--- src/rtl/regfile_wr_arbiter.sv ---
// Two-requester write arbiter in front of the single RegisterFile write port.
// Accepted writes pass through an in-order queue that drains one entry per cycle.
module regfile_wr_arbiter #(
  parameter int DEPTH = 4,
  parameter int AW    = 5,
  parameter int DW    = 32
) (
  input  logic                     Clk,
  input  logic                     Rst,
  input  logic                     in0_valid,
  output logic                     in0_ready,
  input  logic [AW-1:0]            in0_rw,
  input  logic [DW-1:0]            in0_data,
  input  logic                     in1_valid,
  output logic                     in1_ready,
  input  logic [AW-1:0]            in1_rw,
  input  logic [DW-1:0]            in1_data,
  output logic [AW-1:0]            RW,
  output logic [DW-1:0]            BusW,
  output logic                     RegWr,
  output logic [$clog2(DEPTH):0]   count,
  output logic                     full,
  output logic                     empty
);

  localparam int CW = $clog2(DEPTH) + 1;
  localparam int PW = $clog2(DEPTH);

  logic [AW-1:0] rw_mem   [DEPTH];
  logic [DW-1:0] data_mem [DEPTH];

  logic [CW-1:0] count_q, count_d;
  logic [PW-1:0] wr_ptr_q, wr_ptr_d;
  logic [PW-1:0] rd_ptr_q, rd_ptr_d;
  logic [PW-1:0] wr1_ptr;
  logic          rr_pref_q, rr_pref_d;
  logic [AW-1:0] rw_q;
  logic [DW-1:0] busw_q;
  logic          regwr_q;

  logic [CW-1:0] free;
  logic          free_many, free_one;
  logic          acc0, acc1, enq0, enq1, pop;

  // Free space is judged before this cycle's pop, so a drain never makes room early.
  assign free      = CW'(DEPTH) - count_q;
  assign free_many = free >= CW'(2);
  assign free_one  = free == CW'(1);

  always_comb begin
    in0_ready = 1'b0;
    in1_ready = 1'b0;
    if (Rst) begin
      in0_ready = free_many | (free_one & in0_valid & (~in1_valid | ~rr_pref_q));
      in1_ready = free_many | (free_one & in1_valid & (~in0_valid |  rr_pref_q));
    end
  end

  assign acc0 = in0_valid & in0_ready;
  assign acc1 = in1_valid & in1_ready;
  assign enq0 = acc0 & (in0_rw != '0);
  assign enq1 = acc1 & (in1_rw != '0);
  assign pop  = count_q != '0;

  assign wr1_ptr   = wr_ptr_q + PW'(enq0);
  assign wr_ptr_d  = wr1_ptr + PW'(enq1);
  assign rd_ptr_d  = rd_ptr_q + PW'(pop);
  assign count_d   = count_q + CW'(enq0) + CW'(enq1) - CW'(pop);
  assign rr_pref_d = (free_one & in0_valid & in1_valid) ? ~rr_pref_q : rr_pref_q;

  // Queue storage carries no reset; pointers and count define what is valid.
  always_ff @(posedge Clk) begin
    if (enq0) begin
      rw_mem[wr_ptr_q]   <= in0_rw;
      data_mem[wr_ptr_q] <= in0_data;
    end
    if (enq1) begin
      rw_mem[wr1_ptr]   <= in1_rw;
      data_mem[wr1_ptr] <= in1_data;
    end
  end

  always_ff @(posedge Clk or negedge Rst) begin
    if (!Rst) begin
      count_q   <= '0;
      wr_ptr_q  <= '0;
      rd_ptr_q  <= '0;
      rr_pref_q <= 1'b0;
      rw_q      <= '0;
      busw_q    <= '0;
      regwr_q   <= 1'b0;
    end else begin
      count_q   <= count_d;
      wr_ptr_q  <= wr_ptr_d;
      rd_ptr_q  <= rd_ptr_d;
      rr_pref_q <= rr_pref_d;
      regwr_q   <= pop;
      if (pop) begin
        rw_q   <= rw_mem[rd_ptr_q];
        busw_q <= data_mem[rd_ptr_q];
      end
    end
  end

  assign RW    = rw_q;
  assign BusW  = busw_q;
  assign RegWr = regwr_q;
  assign count = count_q;
  assign full  = count_q == CW'(DEPTH);
  assign empty = count_q == '0;

endmodule

--- config.mk ---
export PLATFORM = sky130hd
export DESIGN_NAME = regfile_wr_arbiter
export DESIGN_NICKNAME = d
export VERILOG_FILES = /design/src/rtl/regfile_wr_arbiter.sv
export SDC_FILE = /design/constraint.sdc
export NUM_CORES = 1
export LEC_CHECK = 0
export CELL_PAD_IN_SITES_DETAIL_PLACEMENT = 1
export CELL_PAD_IN_SITES_GLOBAL_PLACEMENT = 1
export CORE_UTILIZATION = 51
export DETAILED_ROUTE_END_ITERATION = 10
export HOLD_SLACK_MARGIN = 0.03
export PLACE_DENSITY = 0.9
export SYNTH_ARGS = -nofsm -noshare
export SYNTH_HDL_FRONTEND = slang
export SYNTH_SLANG_ARGS = --single-unit
--- constraint.sdc ---
create_clock -name Clk -period 9.7 [get_ports Clk]
set_input_delay 0.97 -clock Clk [delete_from_list [all_inputs] [get_ports Clk]]
set_output_delay 0.97 -clock Clk [all_outputs]
set_load 0.03 [all_outputs]
==> metrics.txt, run 1 <==
Total GRT Usage 27.2%; WP data arrival 4.89 ns; Slew headroom 26.6%; crit-path max FO 37; first-pass GRT wire length 38100 um; most area-hungry cell type in the Yosys netlist edfxtp_1; DP HPWL 14500 um; CTS tree built; FP Rows 49; CTS Sinks 194; Worst R2R Setup Slack 4.89 ns; core area 18200 um^2; Post-Syn Area 9590 um^2; Post-synth EDFFs 148; chip width 139 um; failing checks DRC; initial DRC count 406; max-slew violation count 0; Max Buffers Root-to-Sink 2; Avg Inst Size Synth 16.4 um^2; DR vias/cell 5.88; commonest cells after routing, fill and taps aside 148 x edfxtp_1, 121 x clkdlybuf4s50_1, 114 x nand2_1; status complete, but fails checks; Final nets 793; Die Area 19400 um^2; Worst Reg-to-Reg Cells 12; DRC errors left 8; clock buffer count from CTS 17; main area contributors after synthesis edfxtp_1 46%, dfrtp_1 12%, mux2_4 12%; Ys Warns 0; # port buffers 122; post-route setup TNS 0 ns; placed cell count 914; min-delay worst type reg -> reg; # diodes 0; Post-CTS Setup Repair Bufs 0; Top FF cell, synth edfxtp_1; maximum vdd drop 0.191 mV; Worst EP required 9.78 ns; worst hold stages 2; maximum clock rate 0.208 GHz; syn nets 673; final wirelength 24900 um; H-tree Lvls 4; Yosys cell types 35; effective utilization at floorplan 52.7%; Synth Register Bits 194; vias in the first global route 6368; Area Overhead vs Synth 20.5%; commonest non-fill, non-tap cell in the layout edfxtp_1; maxcap violations 0; Die Height 139 um; Endpoint, Worst Hold BusW[27]$_DFFE_PN0N_; Leak 4.29 nW; Finish-stage setup viols 0; unrepaired setup endpoints after global routing no; Vias 5549; non-filler cells, final 944; synthesized netlist cell count 584; share of the synthesized area in the top cell type 46.3%; pwr dens 310 nW/um^2; GP Congestion 0.813; root buffer cell clkbuf_16; final worst path period share 49.6%; ys async rst share 23.7%; Clock Skews 0.0119 ns; Final ANT Viol Nets 0; CP Class reg -> reg; Tmin final 4.81 ns; Power, Total 3.58 mW; Startpoint Class register; largest net degree at the start of global routing 50; Ports 123; worst-margin pin slew 1.10 ns; hold buffer count at CTS 0; Worst Hold Launch BusW[27]$_DFFE_PN0N_; post_cts resized 0; RR Endpoint rw_mem[2][4]$_DFFE_PP_; WL/cell 26.3 um; CP endpoint kind register; initial antenna violation count 0; Reg clk slew, reported paths 0.07 ns; sequential fraction of the synthesis area 58.4%; total congestion overflow 0; Final Hold Viols 0; share of layout cells above drive strength 1 33.8%; first-pass iteration count of the detailed router 8; FF-to-FF Start count[1]$_DFF_PN0_; Clock Latency Late Sink 0.45 ns
[worst max-delay path by stage]
| stage | startpoint | endpoint |
|---|---|---|
| after global routing | count[1]$_DFF_PN0_ | data_mem[2][5]$_DFFE_PP_ |
| final | count[1]$_DFF_PN0_ | rw_mem[2][4]$_DFFE_PP_ |
| after CTS | count[1]$_DFF_PN0_ | data_mem[2][11]$_DFFE_PP_ |
| after global placement | in1_valid | data_mem[2][9]$_DFFE_PP_ |
| after detailed placement | in0_valid | data_mem[2][18]$_DFFE_PP_ |
| after floorplan | count[1]$_DFF_PN0_ | data_mem[3][0]$_DFFE_PP_ |
[power breakdown]
part / leakage, nW / internal [mW] / switching, mW
Sequential: 1.89 / 1.21 / 0.159
Combinational: 2.12 / 0.669 / 0.827
Clock: 0.279 / 0.399 / 0.314
Total: 4.29 / 2.28 / 1.30
[layer usage]
metal / wire length (um) / share of wire [%] / global-route usage [%]
met5: 0 / 0 / 0
met3: 1000 / 4.0 / 5.04
met1: 9920 / 40 / 32.4
met4: 563 / 2.3 / 10.5
met2: 13400 / 54 / 48.7
[sequential cells by signal (all words and copies together) (netlist names)]
name and flops:
data_mem 128, rr_pref_q 1, RegWr 1, rw_mem 20
count 3, rd_ptr_q 2, wr_ptr_q 2, RW 5
BusW 32
[through the flow]
stage	worst slack, ns	area, um^2	utilization, %	hold WS (ns)
finish	4.89	11600	63.5	0.470
global route	4.63	11600	63.5	0.500
CTS	4.86	11600	63.5	0.475
detailed placement	4.77	11000	60.3	0.457
global placement	5.04	11000	60.3	0.453
floorplan	5.24	9590	-	0.461
[final cells by class]
cell class                 count  area [um^2]
timing repair buffer         134         1310
fill                        1609         6660
sequential                   194         5600
inverter                       9         33.8
multi-input combinational    348         3760
clock inverter                12          143
clock buffer                  18          429
tap                          229          287
[critical path, cell delays in order (launching register included)]
cell	delay, ns
dfrtp_1	0.42
inv_1	0.13
ha_1	0.22
ha_2	0.39
or3b_4	0.44
o21ai_1	0.80
nor2_1	0.13
ha_1	0.27
xnor2_1	0.27
nor4_4	0.30
buf_4	0.34
o21bai_4	0.18
buf_4	0.53
[logic make-up (layout without fill, tap and decap cells)]
| family | count (synthesis) | in the layout | share of synthesized area [%] |
|---|---|---|---|
| AND/OR/NAND/NOR | 138 | 138 | 6.35 |
| AO/OA/AOI/OAI | 7 | 7 | 0.692 |
| multiplexers | 185 | 185 | 29.0 |
| XOR/XNOR | 7 | 7 | 0.639 |
| flip-flops | 194 | 194 | 58.4 |
| buffers and inverters | 42 | 173 | 3.33 |
| adder cells (fa/ha/maj) | 11 | 11 | 1.59 |
[synth_stat cells, types with 4 or more instances]
master / count
buf_12: 4
buf_6: 4
mux4_2: 37
nand2_1: 114
mux2_4: 76
buf_4: 4
inv_1: 9
xnor2_1: 5
ha_1: 9
clkbuf_1: 12
edfxtp_1: 148
mux2_2: 72
buf_2: 4
dfrtp_1: 46
buf_8: 4
nor4_2: 4
o21bai_1: 4
(Power assumes the default switching activity.)
==> inputs of run 2 (changes only) <==
- CORE_UTILIZATION: 51 -> 47
- PLACE_DENSITY: 0.9 -> 0.84
- clock period: 9.7 -> 4.72 ns (I/O delays scaled with it)
==> run 2 against run 1 <==
Via count fell by 2.0%. Count of clock-buffer cells in the layout fell by 1. Sequential cell count did not move. Largest cell class unchanged. The run now ends clean. Critical path type unchanged.
==> metrics.txt, run 2 (same netlist as run 1, synthesis figures left out) <==
met1 GRT Util 28.4% (was 32.4%); status complete, no violations (was complete, but fails checks); Vias 5440 (was 5549); DR vias/cell 5.54 (was 5.88); # diodes 0 (unchanged); max-slew violation count 0 (unchanged); Finish-stage setup viols 0 (unchanged); maximum vdd drop 0.301 mV (was 0.191 mV); hold buffer count at CTS 1 (was 0); DRC errors left 0 (was 8); effective utilization at floorplan 48.6% (was 52.7%); WL/cell 23.1 um (was 26.3 um); FP Rows 51 (was 49); crit-path most repeated cell ha_1; pwr dens 629 nW/um^2 (was 310 nW/um^2); commonest cells after routing, fill and taps aside 148 x edfxtp_1, 121 x clkdlybuf4s50_1, 114 x nand2_1 (unchanged); Die Area 21000 um^2 (was 19400 um^2); Internal 4.75 mW (was 2.28 mW); net switching share of the total power 35.1% (was 36.3%); chip width 145 um (was 139 um); final core occ 59.1% (was 63.5%); Total GRT Usage 23.5% (was 27.2%); max reg flops 128 (unchanged); first-pass iteration count of the detailed router 4 (was 8); min-delay worst type reg -> reg (unchanged); GP Congestion 0.743 (was 0.813); Final Hold Viols 0 (unchanged); unrepaired setup endpoints after global routing no (unchanged); Post-CTS Setup Repair Bufs 0 (unchanged); CTS Sinks 194 (unchanged); vias in the first global route 6080 (was 6368); Worst EP required 4.91 ns (was 9.78 ns); Leak 4.30 nW (was 4.29 nW); clock buffer count from CTS 17 (unchanged); Slew headroom 20.0% (was 26.6%); Biggest register data_mem (unchanged); Critical-path top delay cell buf_4 (was o21ai_1); Tmin final 3.88 ns (was 4.81 ns); CP Class reg -> reg (unchanged); Clock Skews 0.0128 ns (was 0.0119 ns); CP Cell Sequence inv_1 -> ha_1 -> ha_2 -> or3b_4 -> o21ai_1 -> nor2_1 -> ha_1 -> xnor2_1 -> nor4_4 -> buf_4 -> mux2_2 (was inv_1 -> ha_1 -> ha_2 -> or3b_4 -> o21ai_1 -> nor2_1 -> ha_1 -> xnor2_1 -> nor4_4 -> buf_4 -> o21bai_4 -> buf_4); total congestion overflow 0 (unchanged); slowest stage delay, CP 0.64 ns (was 0.80 ns); final worst path period share 82.2% (was 49.6%); maximum clock rate 0.258 GHz (was 0.208 GHz); sequential share of power 39.4% (was 38.3%); gr busiest metal met2 (unchanged); Switch Pwr 2.57 mW (was 1.30 mW); final wirelength 22700 um (was 24900 um); non-filler cells, final 982 (was 944); Area Overhead vs Synth 21.5% (was 20.5%); initial antenna violation count 0 (unchanged); Final nets 793 (unchanged); largest net degree at the start of global routing 41 (was 50); maxcap violations 0 (unchanged); Startpoint Class register (unchanged); post_cts resized 0 (unchanged); WP data arrival 4.06 ns (was 4.89 ns); placed cell count 949 (was 914); core area 19700 um^2 (was 18200 um^2); DP HPWL 14100 um (was 14500 um); clock share of power 20.7% (was 19.9%); post-route setup TNS 0 ns (unchanged); Die Height 145 um (was 139 um); worst-margin pin slew 1.20 ns (was 1.10 ns); root buffer cell clkbuf_16 (unchanged); first-pass GRT wire length 35400 um (was 38100 um); commonest non-fill, non-tap cell in the layout edfxtp_1 (unchanged); Ports 123 (unchanged); share of layout cells above drive strength 1 33.8% (about the same); H-tree Lvls 4 (unchanged); Final ANT Viol Nets 0 (unchanged); crit-path max FO 37 (unchanged); CP endpoint kind register (unchanged); # fillers 1785 (was 1609); met2 usage 42.3% (was 48.7%); Clock Latency Late Sink 0.44 ns (was 0.45 ns); Reg clk slew, reported paths 0.07 ns (about the same); routing usage on met3 3.75% (was 5.04%); Combinational Power Share 39.9% (was 41.8%); # port buffers 122 (unchanged); CTS tree built (unchanged); Max Buffers Root-to-Sink 2 (unchanged); initial DRC count 250 (was 406)
==> run 2: cell count changes in the layout (fill, tap and decap cells not counted) <==
| cell | change |
|---|---|
| clkinv_2 | -3 |
| clkinv_1 | +2 |
| buf_4 | -1 |
| bufinv_16 | +1 |
| clkbuf_1 | -1 |
| clkinv_4 | +1 |
| clkinvlp_4 | +1 |
| dfrtp_2 | -1 |
| dfrtp_4 | +1 |
| dlygate4sd3_1 | +1 |
| inv_6 | +1 |
==> run 2: worst paths after layout <==
| kind | from | end | slack (ns) | cells past startpoint |
|---|---|---|---|---|
| worst max-delay path | count[1]$_DFF_PN0_ | data_mem[3][31]$_DFFE_PP_ | 0.84 | 11 |
| worst min-delay path | BusW[20]$_DFFE_PN0N_ | BusW[20]$_DFFE_PN0N_ | 0.47 | 2 |
| worst max register to register | count[1]$_DFF_PN0_ | data_mem[3][31]$_DFFE_PP_ | 0.84 | 11 |
| worst min register to register | BusW[20]$_DFFE_PN0N_ | BusW[20]$_DFFE_PN0N_ | 0.47 | 2 |
| max in group asynchronous | Rst | rd_ptr_q[0]$_DFF_PN0_ | 3.28 | 3 |
| min in group asynchronous | Rst | rr_pref_q$_DFFE_PN0P_ | 0.55 | 2 |
==> run 2: power groups by stage <==
| stage | clock (mW) | combinational [mW] | sequential [mW] |
|---|---|---|---|
| 2_1_floorplan | 0 | 1.75 | 3.06 |
| 3_3_place_gp | 0 | 2.85 | 2.88 |
| 3_5_place_dp | 0 | 2.93 | 2.93 |
| 4_1_cts | 1.53 | 2.96 | 2.90 |
| 5_1_grt | 1.59 | 3.13 | 2.96 |
| 6_report | 1.52 | 2.92 | 2.88 |
==> run 2: worst max-delay path: cells and delay by family (launching register included) <==
kind	cells	cell delay, ns
buffers and inverters	2	0.77
flip-flops	1	0.41
AND/OR/NAND/NOR	3	0.77
XOR/XNOR	1	0.25
AO/OA/AOI/OAI	1	0.18
adder cells (fa/ha/maj)	3	0.81
multiplexers	1	0.41
==> run 2: per-stage QoR <==
stage | power, mW | hold WS, ns | cell area, um^2 | setup WS (ns)
2_1_floorplan | 4.81 | 0.176 | 9590 | 0.265
3_3_place_gp | 5.73 | 0.453 | 11000 | 1.02
3_5_place_dp | 5.87 | 0.457 | 11000 | 0.839
4_1_cts | 7.40 | 0.474 | 11600 | 0.825
5_1_grt | 7.68 | 0.499 | 11600 | 0.671
6_report | 7.32 | 0.468 | 11600 | 0.842
==> run 2: metal layers <==
layer	vias to the layer above	part of all wire [%]
li1	2434	-
met3	24	3.6
met2	143	53
met1	2839	41
met5	-	0
met4	0	1.9
==> run 2: final cells by class <==
type                       instances  area (um^2)  share of cell area [%]
tap                              265          332                    2.85
timing repair buffer             134         1310                    11.2
sequential                       194         5600                    48.1
inverter                           9         33.8                   0.290
clock buffer                      17          425                    3.65
clock inverter                    15          190                    1.63
multi-input combinational        348         3760                    32.3
==> inputs of run 3 (changes only) <==
- clock period: 4.72 -> 4.05 ns (I/O delays scaled with it)
==> run 3 against run 2 <==
Power is 23% higher. Cell area up 2.2%. Via count is 2.5% higher. Sequential power grew 17%. Fmax rose by 2.4%. Combinational power is 21% higher. Register-to-register slack worse by 0.58 ns. First-iteration DRC count stayed put. Clock power grew 39%. Clock skew about the same. Highest routed layer unchanged.
==> metrics.txt, run 3 (same netlist as run 1, synthesis figures left out) <==
Area Overhead vs Synth 24.1% (was 21.5%); min-delay worst type reg -> reg (unchanged); Worst R2R Setup Slack 0.26 ns (was 0.84 ns); Reg clk slew, reported paths 0.07 ns (about the same); final worst path period share 93.5% (was 82.2%); pwr dens 756 nW/um^2 (was 629 nW/um^2); Die Area 21000 um^2 (unchanged); share of layout cells above drive strength 1 34.7% (was 33.8%); unrepaired setup endpoints after global routing no (unchanged); Ports 123 (unchanged); placed cell count 958 (was 949); post-route setup TNS 0 ns (unchanged); GP Congestion 0.799 (was 0.743); footprint of the multi-input gates 3760 um^2 (unchanged); non-filler cells, final 993 (was 982); WL/cell 24.8 um (was 23.1 um); WP data arrival 3.99 ns (was 4.06 ns); Die Height 145 um (unchanged); Clock Skews 0.0125 ns (was 0.0128 ns); final core occ 60.4% (was 59.1%); DR vias/cell 5.62 (was 5.54); root buffer cell clkbuf_16 (unchanged); chip width 145 um (unchanged); Tmin final 3.79 ns (was 3.88 ns); Leak 4.42 nW (was 4.30 nW); commonest non-fill, non-tap cell in the layout edfxtp_1 (unchanged); final wirelength 24600 um (was 22700 um); Total GRT Usage 24.9% (was 23.5%); RR Endpoint data_mem[3][6]$_DFFE_PP_ (was data_mem[3][31]$_DFFE_PP_); DRC errors left 0 (unchanged); Design Area, Final 11900 um^2 (was 11600 um^2); first-pass GRT wire length 37000 um (was 35400 um); DP HPWL 16000 um (was 14100 um); # port buffers 122 (unchanged); area post-placement 11200 um^2 (was 11000 um^2); FF-to-FF Start count[1]$_DFF_PN0_ (unchanged); CTS tree built (unchanged); maximum vdd drop 0.359 mV (was 0.301 mV); maxcap violations 0 (unchanged); CP Class reg -> reg (unchanged); largest net degree at the start of global routing 40 (was 41); CTS Sinks 194 (unchanged); Slew headroom 28.6% (was 20.0%); Worst EP required 4.25 ns (was 4.91 ns); Worst Reg-to-Reg Cells 11 (unchanged); Post-CTS Setup Repair Bufs 0 (unchanged); clock buffer count from CTS 17 (unchanged); total congestion overflow 0 (unchanged); core area 19700 um^2 (unchanged); Vias 5578 (was 5440); # fillers 1779 (was 1785); first-pass iteration count of the detailed router 4 (unchanged); Clock Latency Late Sink 0.45 ns (was 0.44 ns); Critical Path Sink data_mem[3][6]$_DFFE_PP_ (was data_mem[3][31]$_DFFE_PP_); Biggest register data_mem (unchanged); Final nets 802 (was 793); H-tree Lvls 4 (unchanged); max-slew violation count 0 (unchanged); Final ANT Viol Nets 0 (unchanged); Max Buffers Root-to-Sink 2 (unchanged); initial antenna violation count 1 (was 0); FP Rows 51 (unchanged); crit-path max FO 21 (was 37); worst hold stages 2 (unchanged); effective utilization at floorplan 48.6% (unchanged); commonest cells after routing, fill and taps aside 148 x edfxtp_1, 121 x clkdlybuf4s50_1, 114 x nand2_1 (unchanged); crit path from count[1]$_DFF_PN0_ (unchanged); CP endpoint kind register (unchanged); initial DRC count 250 (unchanged); Finish-stage setup viols 0 (unchanged); maximum clock rate 0.264 GHz (was 0.258 GHz); vias in the first global route 6468 (was 6080); sequential cell area 5600 um^2 (unchanged); max reg flops 128 (unchanged); Final Hold Viols 0 (unchanged); hold slack 0.472 ns (was 0.468 ns); Startpoint Class register (unchanged); status complete, no violations (unchanged); worst-margin pin slew 1.07 ns (was 1.20 ns)
## run 3: worst min-delay path by stage
stage / startpoint / endpoint / slack, ns
5_1_grt: BusW[9]$_DFFE_PN0N_ / BusW[9]$_DFFE_PN0N_ / 0.51
6_report: RW[0]$_DFFE_PN0N_ / RW[0]$_DFFE_PN0N_ / 0.47
3_3_place_gp: BusW[21]$_DFFE_PN0N_ / BusW[21]$_DFFE_PN0N_ / 0.45
4_1_cts: RW[0]$_DFFE_PN0N_ / RW[0]$_DFFE_PN0N_ / 0.48
3_5_place_dp: RW[0]$_DFFE_PN0N_ / RW[0]$_DFFE_PN0N_ / 0.46
2_1_floorplan: Rst / BusW[0]$_DFFE_PN0N_ / 0.11
## run 3: timing repair
action                    4_1_cts  5_1_grt
hold endpoints to repair        2        0
hold buffers                    1        0
gates resized for setup         0        0
## run 3: area by class of cell
cell class              count  area share, %
diodes                      2         0.0420
clock buffers              19           3.64
multi-input cells         348           31.6
inverters                   9          0.284
well taps                 265           2.79
repair buffers            143           12.1
flip-flops and latches    194           47.1
clock inverters            13           2.54
## run 3: worst max-delay path, cell delays in order (launching register included)
cell     delay [ns]
dfrtp_1        0.40
inv_1          0.12
ha_1           0.24
ha_2           0.38
or3b_4         0.41
o21ai_1        0.19
nor2_1         0.08
ha_1           0.22
xnor2_1        0.28
nor4_4         0.39
buf_4          0.42
mux2_2         0.40
## run 3: where the power goes
part / internal, mW / switching (mW) / leakage (nW)
Sequential: 2.91 / 0.473 / 1.89
Clock: 1.35 / 0.760 / 0.348
Combinational: 1.66 / 1.86 / 2.18
Total: 5.91 / 3.09 / 4.42
## run 3: stage by stage
stage / power [mW] / setup slack [ns]
final: 9.00 / 0.263
after global routing: 9.41 / 0.0628
after CTS: 9.07 / 0.300
after detailed placement: 6.94 / 0.314
after global placement: 6.73 / 0.515
after floorplan: 5.61 / -0.405
## run 3: routing by layer
metal,up-vias,routed length [um],global-route usage [%]
li1,2452,-,-
met1,2957,9480,27.3
met2,139,13800,47.5
met3,30,890,3.98
met4,0,476,10.0
met5,-,0,0
